## config.mk

```make
export PLATFORM = sky130hd
export DESIGN_NAME = pixel_fb_writer
export DESIGN_NICKNAME = d
export VERILOG_FILES = /design/src/rtl/pixel_fb_writer.sv
export SDC_FILE = /design/constraint.sdc
export NUM_CORES = 1
export LEC_CHECK = 0
export ABC_CLOCK_PERIOD_IN_PS = 4690
export CAP_MARGIN = 5
export CORE_AREA = 2 2 150 152
export DETAILED_ROUTE_END_ITERATION = 7
export DIE_AREA = 0 0 152 154
export PLACE_DENSITY = 0.6
export SYNTH_ARGS = -nofsm -noshare
export SYNTH_HDL_FRONTEND = slang
export SYNTH_SLANG_ARGS = --single-unit
```

## constraint.sdc

```tcl
create_clock -name clk -period 4.69 [get_ports clk]
set_input_delay 0.938 -clock clk [delete_from_list [all_inputs] [get_ports clk]]
set_output_delay 0.938 -clock clk [all_outputs]
set_load 0.02 [all_outputs]
```

## src/rtl/pixel_fb_writer.sv

```systemverilog
// pixel_fb_writer: buffers pixels and writes them to the framebuffer, with clear sequence; optional PIXEL_DUP_FILTER_EN
module pixel_fb_writer #(
  parameter int FIFO_DEPTH = 8,
  parameter int SCREEN_W = 160,
  parameter int SCREEN_H = 120,
  parameter logic [2:0] BG_COLOUR = 3'b000
) (
  input  logic        clk,
  input  logic        reset,
  input  logic        pix_valid,
  output logic        pix_ready,
  input  logic [7:0]  pix_x,
  input  logic [6:0]  pix_y,
  input  logic [2:0]  pix_colour,
  input  logic        fb_busy,
  output logic        fb_we,
  output logic [14:0] fb_addr,
  output logic [2:0]  fb_wdata,
  input  logic        clear_req,
  output logic        clear_busy,
  output logic        clear_done,
  output logic [15:0] pix_dropped
);
  localparam int AW = $clog2(FIFO_DEPTH);
  localparam logic [14:0] LAST = 15'(SCREEN_W * SCREEN_H - 1);
  typedef enum logic {DRAIN, CLEAR} state_t;
  state_t state, state_next;
  logic [17:0] mem [FIFO_DEPTH];
  logic [AW:0] wr_ptr, rd_ptr, count, count_next;
  logic [14:0] clr_addr, haddr;
  logic [7:0] hx;
  logic [6:0] hy;
  logic [2:0] hc;
  logic push, pop, empty, clip, dup, issue_pix, issue_clr, last_clr;
  assign {hx, hy, hc} = mem[rd_ptr[AW-1:0]];
  assign empty = count == '0;
  assign push = pix_valid && pix_ready;
  assign pop = state == DRAIN && !empty && !fb_busy;
  assign clip = 32'(hx) >= SCREEN_W || 32'(hy) >= SCREEN_H;
  assign haddr = ({8'b0, hy} << 7) + ({8'b0, hy} << 5) + {7'b0, hx};
  assign issue_pix = pop && !clip && !dup;
  assign issue_clr = state == CLEAR && !fb_busy;
  assign last_clr = issue_clr && clr_addr == LAST;
  assign count_next = count + {{AW{1'b0}}, push} - {{AW{1'b0}}, pop};
`ifdef PIXEL_DUP_FILTER_EN
  logic dup_valid;
  logic [14:0] dup_addr;
  logic [2:0] dup_col;
  assign dup = dup_valid && dup_addr == haddr && dup_col == hc;
  // remember the last pixel write so identical repeats can be skipped
  always_ff @(posedge clk) begin
    if (reset || (state == DRAIN && state_next == CLEAR)) begin
      dup_valid <= 1'b0;
      dup_addr <= '0;
      dup_col <= '0;
    end else if (issue_pix) begin
      dup_valid <= 1'b1;
      dup_addr <= haddr;
      dup_col <= hc;
    end
  end
`else
  assign dup = 1'b0;
`endif
  // next state: clear request enters CLEAR, last clear write returns to DRAIN
  always_comb begin
    state_next = (state == DRAIN && clear_req) ? CLEAR : last_clr ? DRAIN : state;
  end
  // state register
  always_ff @(posedge clk) begin
    state <= reset ? DRAIN : state_next;
  end
  // FIFO storage
  always_ff @(posedge clk) begin
    if (push) mem[wr_ptr[AW-1:0]] <= {pix_x, pix_y, pix_colour};
  end
  // FIFO pointers, occupancy and registered ready
  always_ff @(posedge clk) begin
    if (reset) begin
      wr_ptr <= '0;
      rd_ptr <= '0;
      count <= '0;
      pix_ready <= 1'b0;
    end else begin
      wr_ptr <= wr_ptr + {{AW{1'b0}}, push};
      rd_ptr <= rd_ptr + {{AW{1'b0}}, pop};
      count <= count_next;
      pix_ready <= count_next != (AW+1)'(FIFO_DEPTH);
    end
  end
  // framebuffer write port, clear counter, status and drop counter
  always_ff @(posedge clk) begin
    if (reset) begin
      fb_we <= 1'b0;
      fb_addr <= '0;
      fb_wdata <= '0;
      clr_addr <= '0;
      clear_busy <= 1'b0;
      clear_done <= 1'b0;
      pix_dropped <= '0;
    end else begin
      fb_we <= issue_pix || issue_clr;
      fb_addr <= issue_clr ? clr_addr : issue_pix ? haddr : fb_addr;
      fb_wdata <= issue_clr ? BG_COLOUR : issue_pix ? hc : fb_wdata;
      clr_addr <= state == DRAIN ? '0 : clr_addr + {14'b0, issue_clr};
      clear_busy <= state_next == CLEAR;
      clear_done <= last_clr;
      pix_dropped <= pix_dropped + {15'b0, pop && clip && pix_dropped != 16'hFFFF};
    end
  end
endmodule

```

# --- Word level (Yosys, flattened, before mapping) ---
# Memories as Yosys holds them, arrays and structs flattened. A register that Yosys moved wholly into a read port is not among the register bits.
# Index checks and enable logic that the tools add are counted.
totals:
  reg_bits: 65
  out_inout_bits: 38
  mem_bits_rw: 144
  n_memories: 1
  input_bits: 23
classes:
  n_bitwise: 1
  n_reduce_logical: 19
  add_sub_neg: 8
  n_lt_le_gt_ge: 2
  eq_ne: 3
  n_mux: 7
mem_list:
  columns: ["name", "words", "word_bits", "rd", "rd_clocked_by_memory_dff", "wr", "line_no", "source"]
  rows:
  - ["mem", 8, 18, 1, 1, 1, "28", "logic [17:0] mem [FIFO_DEPTH];"]
ops:
  columns: ["cell", "count"]
  rows:
  - ["15-bit 2-to-1 mux", 2]
  - ["16-bit by 1-bit adder with 16-bit output", 1]
  - ["16-bit != test (second input constant)", 1]
  - ["14-bit by 12-bit adder with 15-bit output", 1]
  - ["15-bit by 1-bit adder with 15-bit output", 1]
  - ["15-bit by 8-bit adder with 15-bit output", 1]
  - ["15-bit == test (second input constant)", 1]
  - ["4-bit by 1-bit adder with 4-bit output", 3]
  - ["1-bit logical AND", 9]
  - ["8-bit greater-or-equal comparator (second input constant)", 1]
  - ["7-bit greater-or-equal comparator (second input constant)", 1]
  - ["4-bit logical NOT", 1]
  - ["1-bit 2-to-1 mux", 4]
  - ["4-bit != test (second input constant)", 1]
  - ["2-bit nonzero test", 2]
  - ["2-bit OR reduction", 2]
  - ["4-bit by 1-bit subtractor with 4-bit output", 1]
  - ["1-bit logical NOT", 3]
  - ["3-bit 2-to-1 mux", 1]
  - ["1-bit logical OR", 2]
  - ["1-bit NOT", 1]

# --- Logic depth before layout (Yosys ltp) ---
logic_depth:
  word_depth: 7
  ltp_mapped: 15
  depth_no_buf: 12

# --- Worst setup path before layout ---
# OpenSTA, ideal clock, no wires.
synth_path:
  path_kind: "register to register"
  start: "reg rd_ptr[0] (netlist name)"
  end: "reg fb_addr[12]"
  setup_slack_ps: 1058
  path_buffers: 3
  synth_period_minus_slack_ps: 3632
  stages_incl_launch_ff: 15
  t_arrival_ps: 3500
  required_time_ps: 4558
  path_cell_list: "dfxtp_1 buf_6 buf_6 buf_2 mux4_2 mux2_2 ha_1 ha_1 fa_1 a211oi_1 o21bai_1 a21oi_1 xnor2_1 a22oi_1 a21oi_1"
synth_lines:
  columns: ["element", "line_no", "source"]
  rows:
  - ["end signal: assignment", "103", "fb_addr <= issue_clr ? clr_addr : issue_pix ? haddr : fb_addr;"]
  - ["end: declaration", "17", "output logic [14:0] fb_addr,"]

==> qor.csv <==
stage,metric,value,unit
outcome,run_status,"complete, no violations",
floorplan,die_area,0.0234,mm2
power_and_ir_drop,peakVddDrop,0.224,mV
critical_path,worst-setup-path-type,register to register,
critical_path,cp-start-kind,register,
floorplan,start_util,39.7,%
floorplan,io_pins,61,
route,via_per_inst,5.22,
critical_path,cp_top_family,adder cells,
cts,clockRootBuffer,clkbuf_16,
critical_path,cp_slowest_cell,dfxtp_2,
timing,max_slew.worst_pin.slew,1.02,ns
cts,clkSlewWorstSetupHoldPaths,0.06,ns
final_layout,multiInputGateArea,0.00284,mm2
placement,dp_hpwl,11100,um
run,maxCapViolations,0,
synth,syn_avg_cell_area,15.1,um2
power_and_ir_drop,switchingPower,1.45,mW
timing,drv_slew,0,
placement,place_inst,906,
cts,cts_buffers,22,
power_and_ir_drop,power_density,510,mW/mm2
final_layout,final_nets,703,
floorplan,die_w,152,um
synth,ys_top_cells_by_count,"edfxtp_1, dfxtp_1, nor2_1",
power_and_ir_drop,leakagePower,3.44,nW
placement,gp_congestion,0.775,
global_route,grt_pass1_wl,28100,um
route,drc,0,
synth,synth_nets,623,
critical_path,worstPathRequired,5.12,ns
final_layout,area_growth,20.4,%
critical_path,crit_fanout,22,
synth,yosys_warnings,0,
final_layout,stdcell_count,946,
synth,ys.flop_type,edfxtp_1,
route,first_iter_violations,299,
critical_path,r2r_cells,11,
synth,syn_area,0.00860,mm2
route,antenna_left,0,
synth,synth.most_common_cell,edfxtp_1,
cts,htreeDepth,1,
critical_path,cp_cell_sequence,mux4_2 -> mux2_2 -> ha_1 -> ha_1 -> fa_1 -> a211oi_1 -> o21bai_1 -> a21oi_1 -> xnor2_1 -> a22oi_1 -> a21oi_1,
floorplan,core,0.0217,mm2
route,vias,4942,
synth,synth_edf_count,144,
final_layout,antenna_cells,0,
critical_path,crit_arrival,4.19,ns
route,drt_first_pass_iters,4,
final_layout,register_area,0.00559,mm2
cts,cts_tree,done,
timing,post-route-min-period,3.77,ns
cts,cts_hold_buffers,0,
timing,maxSlewHeadroom,31.6,%
global_route,antenna_found_initial,0,
synth,syn_inst,570,
floorplan,rows,54,
timing,hold_viol,0,
critical_path,critPathCaptureType,register,
final_layout,post-route-util,47.8,%
synth,synth_cell_types,47,
power_and_ir_drop,swShare,27.4,%
power_and_ir_drop,p_int,3.83,mW
synth,ys_ff_latch,207,
global_route,grt_pass1_vias,5136,
critical_path,cp_num_buf_inv,0,
route,wl_per_cell,18.3,um
synth,synth_top_area_cell,edfxtp_1,
power_and_ir_drop,p_seq_share,40.9,%
placement,io_buffers,60,
final_layout,n_fill_cell,1852,
timing,post-route-period-util,80.3,%
cts,cts_resized,0,
cts,clock-sinks,207,
final_layout,drive_gt1_share,16.7,%
min_path,min_path_type,register to register,
route,wl,17300,um
synth,synth-async-reset-ratio,0,%
timing,finalSetupViolations,0,
synth,ys_top_cells_by_area,"edfxtp_1, dfxtp_1, mux4_2",
timing,fin_tns_setup,0,ns
floorplan,fp.dieH,154,um
synth,seq_area_frac_synth,64.9,%
global_route,grt_max_degree,50,
timing,skew,0.0177,ns
critical_path,critical_path_depth,11,
min_path,hold_depth,2,
global_route,grt_usage,15.0,%
cts,clockBufferDepth,3,
timing,max_freq,266,MHz
power_and_ir_drop,combPwrFrac,24.7,%
cts,insertion_delay,0.51,ns
synth,synth_top_area_share,50.3,%
timing,grt_setup_unrepaired,no,
power_and_ir_drop,clkPwrFrac,34.4,%
critical_path,critPathMaxStageDelay,0.81,ns
cts,post_cts_buffers,0,
global_route,overflow,0,
-- kinds of logic (layout without fill, tap and decap cells) --
logic type	count (synthesis)	count (layout)	synth area share, %
adders and majority gates	30	30	4.62
DFF	207	207	64.9
muxes	56	56	11.9
xor gates and xnor gates	33	33	3.36
buffers and inverters	41	137	2.14
and+or+nand+nor	157	157	9.03
AOI/OAI and AO/OA	46	46	4.03
-- sequential cells by signal, indices dropped and copies added, names as in the netlist --
| name | count |
|---|---|
| count | 4 |
| pix_dropped | 16 |
| clear_busy | 1 |
| rd_ptr | 3 |
| pix_ready | 1 |
| wr_ptr | 3 |
| mem | 144 |
| fb_we | 1 |
| clear_done | 1 |
| clr_addr | 15 |
| fb_addr | 15 |
| fb_wdata | 3 |
-- routing by layer --
metal / GRT usage (%) / wire length, um / vias to the layer above
met5: 0 / 0 / -
met4: 3.60 / 209 / 0
met3: 3.27 / 853 / 20
met2: 25.3 / 8400 / 123
met1: 19.9 / 7880 / 2489
li1: - / - / 2310
-- placed cells by master, fill, tap and decap left out, types with 8 or more instances in the layout --
cell type and count:
clkdlybuf4s50_1 59, inv_1 18, buf_4 18, dfxtp_1 62
mux4_2 36, nand2b_1 8, nor2b_1 11, a21oi_1 12
ha_1 27, clkbuf_16 22, nand4_1 11, xnor2_1 14
nand3_1 9, xor2_1 19, nor2_1 58, edfxtp_1 144
nand2_1 22, nor3_1 12, mux2i_1 12
-- tightest hold or removal path, stage by stage, from the launching register on --
cell and delay [ns]:
dfxtp_1 0.31, nand3b_1 0.08, a21oi_1 0.06
-- path summary, 6_finish.rpt --
| path | slack, ns | to | start |
|---|---|---|---|
| worst max-delay path | 0.92 | fb_addr[12] | rd_ptr[0] |
| worst min-delay path | 0.49 | fb_addr[7] | fb_addr[7] |
| worst max register to register | 0.92 | fb_addr[12] | rd_ptr[0] |
| worst min register to register | 0.49 | fb_addr[7] | fb_addr[7] |
-- layout make-up --
type                       instances  share of cell area [%]
sequential                       207                    53.9
timing repair buffer              78                    7.05
clock buffer                      25                    5.42
multi-input combinational        322                    27.5
clock inverter                    15                    2.05
tap                              280                    3.38
inverter                          19                   0.689
-- through the flow --
stage | power (mW) | setup slack (ns) | hold WS [ns] | cell area (um2)
final | 5.28 | 0.924 | 0.487 | 10400
after global routing | 5.57 | 0.587 | 0.510 | 10400
after CTS | 5.34 | 0.881 | 0.488 | 10400
after detailed placement | 3.51 | 0.907 | 0.477 | 9580
after global placement | 3.47 | 0.943 | 0.470 | 9580
after floorplan | 3.12 | 1.06 | 0.484 | 8600
-- power groups by stage --
stage,clock [mW],sequential [mW],combinational (mW)
after detailed placement,0,2.20,1.31
after global routing,1.94,2.18,1.45
after CTS,1.86,2.16,1.32
final,1.82,2.16,1.30
after global placement,0,2.20,1.27
after floorplan,0,2.21,0.916
Power figures use the tool's default switching activity.
